File: config.mk
export PLATFORM = sky130hd
export DESIGN_NAME = vga_background_scanner
export DESIGN_NICKNAME = d
export VERILOG_FILES = /design/src/rtl/vga_background_scanner.sv
export SDC_FILE = /design/constraint.sdc
export NUM_CORES = 1
export LEC_CHECK = 0
export ABC_AREA = 1
export CORE_MARGIN = 2
export CORE_UTILIZATION = 45
export DETAILED_ROUTE_END_ITERATION = 10
export GPL_TIMING_DRIVEN = 0
export PLACE_DENSITY_LB_ADDON = 0.2
export SYNTH_ARGS = -nofsm -noshare
export SYNTH_HDL_FRONTEND = slang
export SYNTH_SLANG_ARGS = --single-unit
File: constraint.sdc
create_clock -name clk -period 2.2 [get_ports clk]
set_input_delay 0.44 -clock clk [delete_from_list [all_inputs] [get_ports clk]]
set_output_delay 0.44 -clock clk [all_outputs]
set_load 0.02 [all_outputs]
File: src/rtl/vga_background_scanner.sv
// 640x480@60 VGA scanner: pixel timing, incremental background ROM addressing,
// overlay mux and sync/colour output registers aligned one pixel behind the counters.
module vga_background_scanner #(
  parameter int CLK_DIV   = 4,
  parameter int H_VISIBLE = 640,
  parameter int H_FP      = 16,
  parameter int H_SYNC    = 96,
  parameter int H_BP      = 48,
  parameter int V_VISIBLE = 480,
  parameter int V_FP      = 10,
  parameter int V_SYNC    = 2,
  parameter int V_BP      = 33
) (
  input  logic        clk,
  input  logic        rst_n,
  output logic [18:0] rom_addr,
  input  logic [11:0] rom_data,
  input  logic        overlay_valid,
  input  logic [11:0] overlay_rgb,
  output logic [9:0]  pixel_x,
  output logic [9:0]  pixel_y,
  output logic        pixel_tick,
  output logic        frame_tick,
  output logic        hsync,
  output logic        vsync,
  output logic [11:0] rgb
);

  localparam int H_TOTAL = H_VISIBLE + H_FP + H_SYNC + H_BP;
  localparam int V_TOTAL = V_VISIBLE + V_FP + V_SYNC + V_BP;
  localparam int DIV_W   = (CLK_DIV > 1) ? $clog2(CLK_DIV) : 1;

  localparam logic [DIV_W-1:0] DIV_LAST  = DIV_W'(CLK_DIV - 1);
  localparam logic [9:0]       X_LAST    = 10'(H_TOTAL - 1);
  localparam logic [9:0]       Y_LAST    = 10'(V_TOTAL - 1);
  localparam logic [9:0]       X_VIS     = 10'(H_VISIBLE);
  localparam logic [9:0]       Y_VIS     = 10'(V_VISIBLE);
  localparam logic [9:0]       Y_VIS_M1  = 10'(V_VISIBLE - 1);
  localparam logic [9:0]       HS_START  = 10'(H_VISIBLE + H_FP);
  localparam logic [9:0]       HS_END    = 10'(H_VISIBLE + H_FP + H_SYNC - 1);
  localparam logic [9:0]       VS_START  = 10'(V_VISIBLE + V_FP);
  localparam logic [9:0]       VS_END    = 10'(V_VISIBLE + V_FP + V_SYNC - 1);
  localparam logic [18:0]      ADDR_LAST = 19'(H_VISIBLE * V_VISIBLE - 1);

  logic [DIV_W-1:0] div_q, div_d;
  logic [9:0]       x_q, x_d, y_q, y_d;
  logic [18:0]      addr_q, addr_d;
  logic [11:0]      rgb_q, rgb_d;
  logic             hs_q, hs_d, vs_q, vs_d, frame_q, frame_d;
  logic             tick, visible;

  assign tick    = (div_q == DIV_LAST);
  assign visible = (x_q < X_VIS) && (y_q < Y_VIS);

  // rom_addr tracks the next visible pixel incrementally, so no y*640 multiply is needed
  always_comb begin
    div_d   = tick ? '0 : div_q + 1'b1;
    x_d     = x_q;
    y_d     = y_q;
    addr_d  = addr_q;
    rgb_d   = rgb_q;
    hs_d    = hs_q;
    vs_d    = vs_q;
    frame_d = 1'b0;
    if (tick) begin
      if (x_q == X_LAST) begin
        x_d = '0;
        y_d = (y_q == Y_LAST) ? '0 : y_q + 1'b1;
      end else begin
        x_d = x_q + 1'b1;
      end
      if ((x_q == X_LAST) && (y_q == Y_LAST)) begin
        addr_d = '0;
      end else if (visible) begin
        addr_d = (addr_q == ADDR_LAST) ? '0 : addr_q + 1'b1;
      end
      rgb_d   = visible ? (overlay_valid ? overlay_rgb : rom_data) : 12'h000;
      hs_d    = !((x_q >= HS_START) && (x_q <= HS_END));
      vs_d    = !((y_q >= VS_START) && (y_q <= VS_END));
      frame_d = (x_q == X_LAST) && (y_q == Y_VIS_M1);
    end
  end

  always_ff @(posedge clk) begin
    if (!rst_n) begin
      div_q   <= '0;
      x_q     <= '0;
      y_q     <= '0;
      addr_q  <= '0;
      rgb_q   <= 12'h000;
      hs_q    <= 1'b1;
      vs_q    <= 1'b1;
      frame_q <= 1'b0;
    end else begin
      div_q   <= div_d;
      x_q     <= x_d;
      y_q     <= y_d;
      addr_q  <= addr_d;
      rgb_q   <= rgb_d;
      hs_q    <= hs_d;
      vs_q    <= vs_d;
      frame_q <= frame_d;
    end
  end

  assign rom_addr   = addr_q;
  assign pixel_x    = x_q;
  assign pixel_y    = y_q;
  assign pixel_tick = tick;
  assign frame_tick = frame_q;
  assign hsync      = hs_q;
  assign vsync      = vs_q;
  assign rgb        = rgb_q;

endmodule

==> metrics.md <==
| Metric | Value |
|---|---|
| Initial antenna violation count | 0 |
| Main flop type after synthesis | sky130_fd_sc_hd__dfxtp_1 |
| Share of cells above drive strength 1 | 0.0687 |
| Highest fanout seen on the critical path | 6 |
| Boundary Pins | 82 |
| Cell depth of the worst hold path | 1 |
| WP data required | 2430 ps |
| All-Layer GR Usage | 0.218 |
| Storage element area | 1120 sq um |
| Distinct cells, synth | 34 |
| Adder and majority cell fraction of the synthesized area | 0.0237 |
| Worst setup path class | reg2reg |
| CP Data Arrival Time | 2200 ps |
| Cells taking the most area after synthesis | sky130_fd_sc_hd__dfxtp_1, sky130_fd_sc_hd__nand2_1, sky130_fd_sc_hd__nor2_1 |
| Worst reg2reg path startpoint | rom_addr[1] |
| Sink count of the clock tree | 56 |
| Clock transition time at the flip-flop clock pins of the worst setup and hold paths | 110 ps |
| Total count of max-transition violations in the final report | 0 |
| Top-count cell post-synth | sky130_fd_sc_hd__nand2_1 |
| Number of H-tree levels | 2 |
| Worst Setup Start Kind | flip-flop |
| Area growth from synthesis to final layout | 32.9% |
| Inserted Clock Buffers | 5 |
| Layout fillers | 648 |
| Maximum achievable frequency | 508 MHz |
| Proportion of synthesized area in mux cells | 0.0379 |
| Skew-Pair Late Insertion Delay | 320 ps |
| Worst relative slew slack | 0.569 |
| Number of global-route vias before repair | 3008 |
| Ys Warns | 0 |
| Residual overflow from global routing | 0 |
| Die Y-Extent | 87.9 microns |
| Seq/Total Area, Yosys | 0.354 |
| Post-synth design cell area | 3170 sq um |
| End of the critical path | rom_addr[18] |
| Count of hold buffers inserted by post-cts repair | 0 |
| Post-layout minimum cycle time | 1970 ps |
| Xor/xnor share of the synthesized area | 0.0387 |
| Synth Area in Simple Gates | 0.371 |
| Average size of a mapped cell | 6.83 sq um |
| Number of antenna cells inserted | 0 |
| Worst setup skew after layout | 10.0 ps |
| Number of design-rule violations left by the first detailed-router iteration | 183 |
| RSZ-0062 raised after global routing | false |
| Dpl hpwl | 6130 microns |
| Transition time of the tightest slew-check pin | 646 ps |
| # setup viols final | 0 |
| Fraction of registers with async set or reset after synthesis | 0 |
| Number of cell instances on the worst register-to-register path | 12 |
| Final nets | 585 |
| Leak | 1.69 nW |
| Core Rows | 30 |
| Port buffer count | 81 |
| Count of flip-flops with a built-in enable after synthesis | 0 |
| Area used by multi-input combinational logic | 1770 sq um |
| Post-Place Worst Slack | 157 ps |
| Final GP Congestion | 0.907 |
| Residual antenna-violating net count after detailed routing | 0 |
| R2R Path End | rom_addr[18] |
| Average via count per standard cell | 5.03 |
| List of cells traversed by the critical path | ha_1, nand2_1, nor2_1, nand2_2, nor2_1, nand2_1, nand2_1, nor2_1, nand2_1, nand2_1, nand2_1, inv_1 |
| Routed wire length | 8010 microns |
| Initial Util | 0.467 |
| Synth cell count leaders | sky130_fd_sc_hd__nand2_1, sky130_fd_sc_hd__nor2_1, sky130_fd_sc_hd__dfxtp_1 |
| Outcome | finished clean |
| Period utilization | 0.895 |
| Net Count, Synth | 497 |
| Dominant combinational cell family by area after synthesis | simple AND/OR/NAND/NOR gates |
| Power per cell area | 463 nW/um^2 |
| Buffer depth of the longest clock path | 2 |
| Pin count of the biggest net entering global routing | 18 |
| Final setup TNS | 0 ps |
| Wire length of the first global-routing pass | 13700 microns |
| Compound-gate portion of the synthesized area | 0.0872 |
| Hold violation total from the final report | 0 |
| Hold/Removal Path Class | reg2reg |
| Area inside the core boundary | 6790 sq um |
| Area leader, netlist | sky130_fd_sc_hd__dfxtp_1 |
| Design Area, Final | 4210 sq um |
| Cell type with the highest occurrence count on the critical path | sky130_fd_sc_hd__nand2_1 |
| Router iterations before antenna repair | 4 |
| Average detailed-routed wire length per instance | 12.3 microns |
| Die width | 87.9 microns |
| Share of the synthesized area in the top cell type | 0.354 |
| CTS tree | built |
| Critical Path Sink Type | flip-flop |
| Root buffer selected by CTS | sky130_fd_sc_hd__clkbuf_8 |
| Instance area after placement | 4100 sq um |
| Final worst setup slack | 232 ps |
| Area of the die | 7730 sq um |
| Maximum vdd ir drop | 0.235 mV |
| Post-synthesis instance total | 464 |
| Slowest library cell on the worst path | sky130_fd_sc_hd__dfxtp_1 |
| DRC | 0 |
| Setup slack on the worst flop-to-flop path | 230 ps |
| Largest stage delay on the critical path | 450 ps |
| Number of max-cap violations | 0 |
| Total number of vias | 3264 |
| Total of flip-flops plus latches after synthesis | 56 |
| CP startpoint | rom_addr[1] |
-- how the worst min path moves through the flow --
stage,startpoint,to,slack [ps]
2_1_floorplan,div_q[0],div_q[0],400
4_1_cts,div_q[0],div_q[0],430
6_report,div_q[0],div_q[0],430
3_3_place_gp,div_q[0],div_q[0],410
3_5_place_dp,div_q[0],div_q[0],420
5_1_grt,div_q[0],div_q[0],470
-- cell families after synthesis --
logic type	after synthesis
buffers and inverters	64
adders and majority gates	6
AOI/OAI and AO/OA	50
xor gates and xnor gates	14
muxes	12
and+or+nand+nor	262
DFF	56
-- where the power goes --
group	internal [mW]	switching, mW
Combinational	0.0993	0.102
Clock	0.345	0.363
Sequential	1.03	0.0115
-- cells in the final DEF, fill, tap and decap left out, types with 6 or more instances in the layout --
| cell type | Yosys | layout |
|---|---|---|
| sky130_fd_sc_hd__ha_1 | 6 | 6 |
| sky130_fd_sc_hd__nor2_1 | 68 | 68 |
| sky130_fd_sc_hd__nor3_1 | 11 | 11 |
| sky130_fd_sc_hd__inv_2 | 6 | 6 |
| sky130_fd_sc_hd__clkdlybuf4s50_1 | 0 | 81 |
| sky130_fd_sc_hd__nand4_1 | 12 | 12 |
| sky130_fd_sc_hd__inv_1 | 45 | 45 |
| sky130_fd_sc_hd__a21oi_1 | 21 | 21 |
| sky130_fd_sc_hd__dfxtp_1 | 56 | 55 |
| sky130_fd_sc_hd__mux2i_1 | 12 | 12 |
| sky130_fd_sc_hd__nand3_1 | 34 | 34 |
| sky130_fd_sc_hd__clkbuf_1 | 5 | 6 |
| sky130_fd_sc_hd__o21ai_0 | 22 | 22 |
| sky130_fd_sc_hd__xor2_1 | 12 | 12 |
| sky130_fd_sc_hd__nand2_1 | 118 | 118 |
-- cell type report --
cell class,count,area share
Clock buffer,6,0.0172
Multi-Input combinational cell,344,0.420
Sequential cell,56,0.266
Tap cell,96,0.0285
Inverter,51,0.0454
Timing Repair Buffer,81,0.192
Buffer,13,0.0211
Clock inverter,2,0.00920
-- repair_timing --
action / CTS / global route
gates resized for setup: 0 / 1
endpoints found under the setup margin: 0 / 2
setup buffers: 0 / 0
-- metal layers --
layer / track usage / share of wire / vias to the layer above
met5: 0 / 0 / -
li1: - / - / 1661
met3: 0.0547 / 0.077 / 8
met1: 0.298 / 0.46 / 1486
met2: 0.354 / 0.45 / 109
met4: 0.0392 / 0.0091 / 0
-- registers in the layout (all words and copies together) (netlist names) --
signal      flops
rom_addr       19
rgb            12
pixel_x        10
pixel_y        10
div_q           2
frame_tick      1
hsync           1
vsync           1
-- critical path, delay by kind of cell, from the launching register on --
family | cells | cell delay, ps
adder cells (fa/ha/maj) | 1 | 220
AND/OR/NAND/NOR | 10 | 1170
buffers and inverters | 1 | 30
flip-flops | 1 | 450
-- through the flow --
stage                util  hold slack [ps]  power (mW)  instances
CTS                 0.620              433        1.97        649
floorplan               -              399        1.16        464
finish              0.620              429        1.95        649
global placement    0.604              408        1.27        641
global route        0.620              470        2.02        649
detailed placement  0.604              417        1.27        641
No activity file was read; power rests on OpenSTA's default activity.
